$ cat config.mk
export PLATFORM = sky130hd
export DESIGN_NAME = conv_engine_arbiter
export DESIGN_NICKNAME = d
export VERILOG_FILES = /design/src/rtl/conv_engine_arbiter.sv
export SDC_FILE = /design/constraint.sdc
export NUM_CORES = 1
export LEC_CHECK = 0
export CAP_MARGIN = 20
export CORE_MARGIN = 2
export CORE_UTILIZATION = 60
export DETAILED_ROUTE_END_ITERATION = 12
export DONT_BUFFER_PORTS = 1
export PLACE_DENSITY_LB_ADDON = 0.25
export SKIP_CTS_REPAIR_TIMING = 1
export SLEW_MARGIN = 20
export SYNTH_ARGS = -nofsm -noshare
export SYNTH_HDL_FRONTEND = slang
export SYNTH_SLANG_ARGS = --single-unit
$ cat constraint.sdc
create_clock -name clk -period 3.6 [get_ports clk]
set_input_delay 0.36 -clock clk [delete_from_list [all_inputs] [get_ports clk]]
set_output_delay 0.36 -clock clk [all_outputs]
set_load 0.01 [all_outputs]
$ cat src/rtl/conv_engine_arbiter.sv
// Round-robin job arbiter sharing one conv engine between two streaming clients.
// Whole jobs are granted; handshakes are routed combinationally while granted.
module conv_engine_arbiter #(
    parameter int unsigned M  = 112,
    parameter int unsigned N  = 49,
    parameter int unsigned XW = 10,
    parameter int unsigned YW = 26
) (
    input  logic              clk,
    input  logic              reset,
    input  logic [1:0]        job_req,
    output logic [1:0]        job_gnt,
    output logic [1:0]        job_done,
    input  logic [2*XW-1:0]   c_x_data,
    input  logic [1:0]        c_x_valid,
    output logic [1:0]        c_x_ready,
    input  logic [2*XW-1:0]   c_f_data,
    input  logic [1:0]        c_f_valid,
    output logic [1:0]        c_f_ready,
    output logic [YW-1:0]     c_y_data,
    output logic [1:0]        c_y_valid,
    input  logic [1:0]        c_y_ready,
    output logic [XW-1:0]     e_x_data,
    output logic              e_x_valid,
    input  logic              e_x_ready,
    output logic [XW-1:0]     e_f_data,
    output logic              e_f_valid,
    input  logic              e_f_ready,
    input  logic [YW-1:0]     e_y_data,
    input  logic              e_y_valid,
    output logic              e_y_ready
);

    localparam int unsigned NY  = M - N + 1;
    localparam int unsigned XCW = $clog2(M + 1);
    localparam int unsigned FCW = $clog2(N + 1);
    localparam int unsigned YCW = $clog2(NY + 1);

    typedef enum logic [1:0] {IDLE, LOAD, DRAIN, DONE} state_t;

    state_t         state;
    logic           g;
    logic           last;
    logic [XCW-1:0] xcnt;
    logic [FCW-1:0] fcnt;
    logic [YCW-1:0] ycnt;

    logic x_open, f_open, x_hs, f_hs, y_hs;
    logic x_full, f_full, pick;

    // Both clients asking: the one not served last wins.
    assign pick = (job_req == 2'b11) ? ~last : job_req[1];

    assign x_hs   = e_x_valid & e_x_ready;
    assign f_hs   = e_f_valid & e_f_ready;
    assign y_hs   = e_y_valid & e_y_ready;
    assign x_full = (xcnt == XCW'(M)) || (x_hs && (xcnt == XCW'(M - 1)));
    assign f_full = (fcnt == FCW'(N)) || (f_hs && (fcnt == FCW'(N - 1)));

    assign c_y_data = e_y_data;

    // Zero-latency handshake routing to/from the granted client only.
    always_comb begin
        c_x_ready = '0;
        c_f_ready = '0;
        c_y_valid = '0;
        x_open    = (state == LOAD) && (xcnt < XCW'(M));
        f_open    = (state == LOAD) && (fcnt < FCW'(N));
        e_x_valid = x_open & c_x_valid[g];
        e_f_valid = f_open & c_f_valid[g];
        e_y_ready = (state == DRAIN) & c_y_ready[g];
        c_x_ready[g] = x_open & e_x_ready;
        c_f_ready[g] = f_open & e_f_ready;
        c_y_valid[g] = (state == DRAIN) & e_y_valid;
        if (state == IDLE) begin
            e_x_data = '0;
            e_f_data = '0;
        end else begin
            e_x_data = g ? c_x_data[2*XW-1:XW] : c_x_data[XW-1:0];
            e_f_data = g ? c_f_data[2*XW-1:XW] : c_f_data[XW-1:0];
        end
    end

    always_ff @(posedge clk) begin
        if (reset) begin
            state    <= IDLE;
            job_gnt  <= '0;
            job_done <= '0;
            g        <= 1'b0;
            last     <= 1'b1;
            xcnt     <= '0;
            fcnt     <= '0;
            ycnt     <= '0;
        end else begin
            unique case (state)
                IDLE: begin
                    if (job_req != 2'b00) begin
                        g       <= pick;
                        job_gnt <= pick ? 2'b10 : 2'b01;
                        state   <= LOAD;
                    end
                end
                LOAD: begin
                    if (x_hs) xcnt <= xcnt + XCW'(1);
                    if (f_hs) fcnt <= fcnt + FCW'(1);
                    if (x_full && f_full) state <= DRAIN;
                end
                DRAIN: begin
                    if (y_hs) begin
                        ycnt <= ycnt + YCW'(1);
                        if (ycnt == YCW'(NY - 1)) begin
                            job_done <= g ? 2'b10 : 2'b01;
                            state    <= DONE;
                        end
                    end
                end
                DONE: begin
                    job_done <= '0;
                    job_gnt  <= '0;
                    last     <= g;
                    xcnt     <= '0;
                    fcnt     <= '0;
                    ycnt     <= '0;
                    state    <= IDLE;
                end
                default: state <= IDLE;
            endcase
        end
    end

endmodule

Word level (Yosys, flattened, before mapping)

Cells that the tools add are included.

Multiply operators: 0
Bitwise gates (word level): 13
Add/sub/neg operators: 3
Equality and inequality tests: 15
Shift operators: 0
Reduce and logical (&&, ||, !) cells: 20
Div/mod/pow operators: 0
Mux-type cells: 31
Magnitude comparators: 4

Operator list:

| kind                                                  | count |
|---|---|
| 2-to-1 mux 10 bit                                     | 4 |
| case mux 7 bit (2 select lines)                       | 2 |
| 2-to-1 mux 2 bit                                      | 9 |
| adder 7 x 1 -> 7 bit, second input constant           | 2 |
| == test 7 bit, second input constant                  | 2 |
| 2-to-1 mux 7 bit                                      | 2 |
| == test 6 bit, second input constant                  | 2 |
| case mux 6 bit (2 select lines)                       | 1 |
| AND reduction 2 bit                                   | 5 |
| bitwise AND 1 bit                                     | 9 |
| 2-to-1 mux 1 bit                                      | 8 |
| case mux 2 bit (2 select lines)                       | 2 |
| case mux 2 bit (4 select lines)                       | 1 |
| nonzero test 2 bit                                    | 4 |
| == test 7 x 6 -> 1 bit, second input constant         | 1 |
| < comparator 7 bit, second input constant             | 1 |
| adder 6 x 1 -> 6 bit, second input constant           | 1 |
| bitwise AND 2 bit                                     | 3 |
| == test 2 bit, second input constant                  | 3 |
| logical AND 1 bit                                     | 6 |
| < comparator 6 bit, second input constant             | 1 |
| 2-to-1 mux 6 bit                                      | 1 |
| inequality test 2 x 1 -> 1 bit, second input constant | 3 |
| inequality test 2 bit, second input constant          | 3 |
| other kinds (9)                                       | 10 |

ROM bits: 0
Word-level logic and storage cells: 94
Memory bits (writable): 0
Memories kept: 0
Bits in latches: 0
Output and inout bits: 59
Register bits: 28

Longest topological paths before layout

Word-level depth: 9
Mapped depth: 7
Depth with buffers taken out: 7

Worst setup path after synthesis

Ideal clock, no wire load.

Path kind: flip-flop to flip-flop
Start point: register state[0]
End point: register state[0]
Clock period less this slack: 1.749 ns
Arrival: 1.678 ns
Data required time: 3.528 ns
Stages on the path, launching flop included: 8
Path slack: 1.851 ns
Buffers on the path: 0
Cells stage by stage: dfxtp_1 inv_1 ha_1 nand2_2 nor2_2 nand2_1 a2111oi_4 mux2i_1

Cells in the longest elaborated chain, start to end: 9
Elaborated cells on any way between the ends: 23
Classes of those cells: eq/ne (7); mux (1); bitwise (6); reduce/logical (9)

Ends and longest elaborated chain:

| element                                  | RTL line   | RTL |
|---|---|---|
| start, declared                          | 41         | `state_t state;` |
| start signal, assigned                   | 86         | `state <= IDLE;` |
| start signal, assigned                   | 100        | `state <= LOAD;` |
| start signal, assigned                   | 106        | `if (x_full && f_full) state <= DRAIN;` |
| == test 2 x 1 -> 1 bit                   | 67, 68, 95 |  |
| logical AND 1 bit (on tied branches)     | 67, 68     |  |
| bitwise AND 1 bit (on tied branches)     | 69, 70     |  |
| bitwise AND 1 bit (on tied branches)     | 54, 55     |  |
| logical AND 1 bit (on tied branches)     | 57, 58     |  |
| logical OR 1 bit (on tied branches)      | 57, 58     |  |
| logical AND 1 bit                        | 106        |  |
| inequality test 2 x 1 -> 1 bit (no line) | -          |  |
| AND reduction 4 bit (no line)            | -          |  |

Parallel ways exist; a longest one is shown, timed or not.
A chain may end at the register's enable or synchronous reset.

Final worst setup path

Start point: register state[1]
End point: output c_f_ready[1]

Cells in the longest elaborated chain, start to end: 4

Ends and longest elaborated chain:

| element                     | RTL line | RTL |
|---|---|---|
| == test 2 x 1 -> 1 bit      | 68       | `f_open = (state == LOAD) && (fcnt < FCW'(N));` |
| logical AND 1 bit           | 68       |  |
| bitwise AND 1 bit           | 73       | `c_f_ready[g] = f_open & e_f_ready;` |
| bitwise AND 2 bit (no line) | -        |  |
| end, declared               | 19       | `output logic [1:0] c_f_ready,` |

No other way between the ends.

==> impl_metrics.env <==
export IMPL_status="finished, final reports clean"
export IMPL_syn_inst=275
export IMPL_dieArea_sq_um=4130
export IMPL_end_kind="primary output"
export IMPL_tns_ns=0
export IMPL_yosysSeqAreaShare_pct=25.7
export IMPL_cts_buffer_depth=2
export IMPL_clock_sinks=28
export IMPL_post_place_ws_ns=1.63
export IMPL_vdd_drop_max_mv=0.253
export IMPL_drc_errors=0
export IMPL_slew_violations=0
export IMPL_synth_flop_cell="dfxtp_1"
export IMPL_cp_max_fo=11
export IMPL_grt_use_total_pct=20.2
export IMPL_arrival_ns=1.76
export IMPL_clk_latency_ns=0.33
export IMPL_critPathKind="reg2out"
export IMPL_synth_nets=365
export IMPL_chipHeight_microns=64.3
export IMPL_maxSlewHeadroom_pct=46.5
export IMPL_syn_area_sq_um=2180
export IMPL_gp_congestion=0.866
export IMPL_syn_to_final_growth_pct=-6.49
export IMPL_io_buffers=0
export IMPL_dp_hpwl_mm=3.24
export IMPL_tritoncts="yes"
export IMPL_maxCapViolCount=0
export IMPL_die_width_microns=64.3
export IMPL_power_leakage_uw=0.000736
export IMPL_final_common_cell="nor2_1"
export IMPL_p_seq_share_pct=35.9
export IMPL_fin_crit_ns=2.12
export IMPL_setup_slack_ns=1.48
export IMPL_switching_share_pct=43.4
export IMPL_clock_skew_ns=0.00151
export IMPL_p_clk_share_pct=15.2
export IMPL_final_nets=334
export IMPL_cts_reportedPaths_clkPinSlew_ns=0.15
export IMPL_placed_cell_area_sq_um=2000
export IMPL_ios=138
export IMPL_gr_total_overflow=0
export IMPL_drtIter0Drc=76
export IMPL_antenna_found_initial=0
export IMPL_grt_pass1_wl_mm=6.74
export IMPL_totalWireLength_mm=4.22
export IMPL_layout_common_cells="nor2_1 (59), dfxtp_1 (28), mux2i_1 (25)"
export IMPL_synth_cell_type_count=48
export IMPL_drive_above_1_share_pct=6.58
export IMPL_ctsRootBufferMaster="clkbuf_4"
export IMPL_rows=21
export IMPL_grt_max_degree=26
export IMPL_comb_power_share_pct=49.0
export IMPL_cp_required_ns=3.24
export IMPL_n_antenna_cell=0
export IMPL_stdcell_area_sq_um=2040
export IMPL_ys_warnings_count=0
export IMPL_hold_viol_final=0
export IMPL_avgSynthCellArea_sq_um=7.92
export IMPL_htree_levels=1
export IMPL_ys_ff_latch=28
export IMPL_first_global_vias=1474
export IMPL_via_count=1638
export IMPL_routedWlPerCell_microns=14.6
export IMPL_fp_coreArea_sq_um=3420
export IMPL_cts_buffers=3
export IMPL_min_period_over_period_pct=58.9
export IMPL_max_freq_mhz=472
export IMPL_dr_pass1_iters=4
export IMPL_setup_viol=0
export IMPL_viasPerCell=5.67
export IMPL_tightest_slew_ns=0.803
export IMPL_start_kind="flip-flop"
export IMPL_synth_edf_count=0
export IMPL_rsz0062_at_grt="false"
export IMPL_ant_nets=0
export IMPL_intPower_uw=576
export IMPL_hold_path_class="in2reg"
export IMPL_power_switching_uw=442
export IMPL_powerDensity_nw_per_um2=499
export IMPL_start_util_pct=63.8
export IMPL_synthArstFlopShare_pct=0
==> cell type report <==
class,instances,area [sq um]
fillers,326,1380
multi-input cells,198,1330
flip-flops and latches,28,561
well taps,46,57.6
inverters,12,45.0
clock buffers,4,36.3
repair buffers,1,7.51
==> synthesized netlist by cell type (3+ instances only) <==
cell type / instances / share of area (%)
nor2_1: 59 / 10
clkbuf_1: 6 / 1.0
nand4_1: 5 / 1.4
nor3_1: 3 / 0.69
nand2_1: 17 / 2.9
buf_4: 27 / 9.3
mux2i_1: 25 / 11
xor2_1: 5 / 2.0
and3_1: 4 / 1.1
nand3_1: 8 / 1.8
dfxtp_1: 28 / 26
a21oi_1: 7 / 1.6
o21ai_0: 3 / 0.69
inv_1: 12 / 2.1
nor2b_1: 5 / 1.4
nand2b_1: 5 / 1.4
a31oi_1: 4 / 1.1
xnor2_1: 5 / 2.0
ha_1: 11 / 6.3
==> path summary, 6_finish.rpt <==
path                            startpoint      endpoint  slack (ns)  cells after the start
worst min-delay path                 reset       fcnt[3]        0.07                      1
worst max-delay path              state[1]  c_f_ready[1]        1.48                      5
worst min register to register    state[0]      state[0]        0.52                      2
worst max register to register    state[0]      state[1]        1.62                      7
==> worst max-delay path, cell delays in order, from the launching register on <==
cell,delay (ns)
dfxtp_1,0.36
inv_1,0.09
ha_1,0.40
inv_1,0.16
nor2_1,0.17
and3_1,0.25
==> flip-flops by register name (all words and copies together) (netlist names) <==
name	cells
job_gnt	2
state	2
g	1
fcnt	6
job_done	2
xcnt	7
ycnt	7
last	1
==> power by group through the flow <==
stage	logic, uW	registers [uW]	clock network, uW
6_report	498	365	154
5_1_grt	550	371	174
4_1_cts	499	365	162
3_5_place_dp	497	372	0
3_3_place_gp	493	371	0
2_1_floorplan	475	361	0
==> stage by stage <==
step           utilization [%]  instances  hold WS (ns)  total power [uW]
2_1_floorplan                -        275         0.461               837
4_1_cts                   59.6        289        0.0562              1030
6_report                  59.6        289        0.0724              1020
3_3_place_gp              58.6        285         0.434               864
5_1_grt                   59.6        289        0.0357              1090
3_5_place_dp              58.6        285         0.433               869
==> cell families (layout without fill, tap and decap cells) <==
group | count (synthesis) | in the layout | synth area share (%)
adder cells (fa/ha/maj) | 11 | 11 | 6.32
AND/OR/NAND/NOR | 118 | 118 | 25.6
XOR/XNOR | 10 | 10 | 4.02
buffers and inverters | 49 | 17 | 13.2
flip-flops | 28 | 28 | 25.7
AO/OA/AOI/OAI | 32 | 32 | 12.2
multiplexers | 27 | 27 | 12.9
==> routing by layer <==
metal	global-route usage [%]	vias up	wire, microns
li1	-	847	-
met3	7.39	5	352
met4	3.46	0	14
met5	0	-	0
met1	27.1	729	1980
met2	31.5	57	1880
No activity file was read; power rests on OpenSTA's default activity.
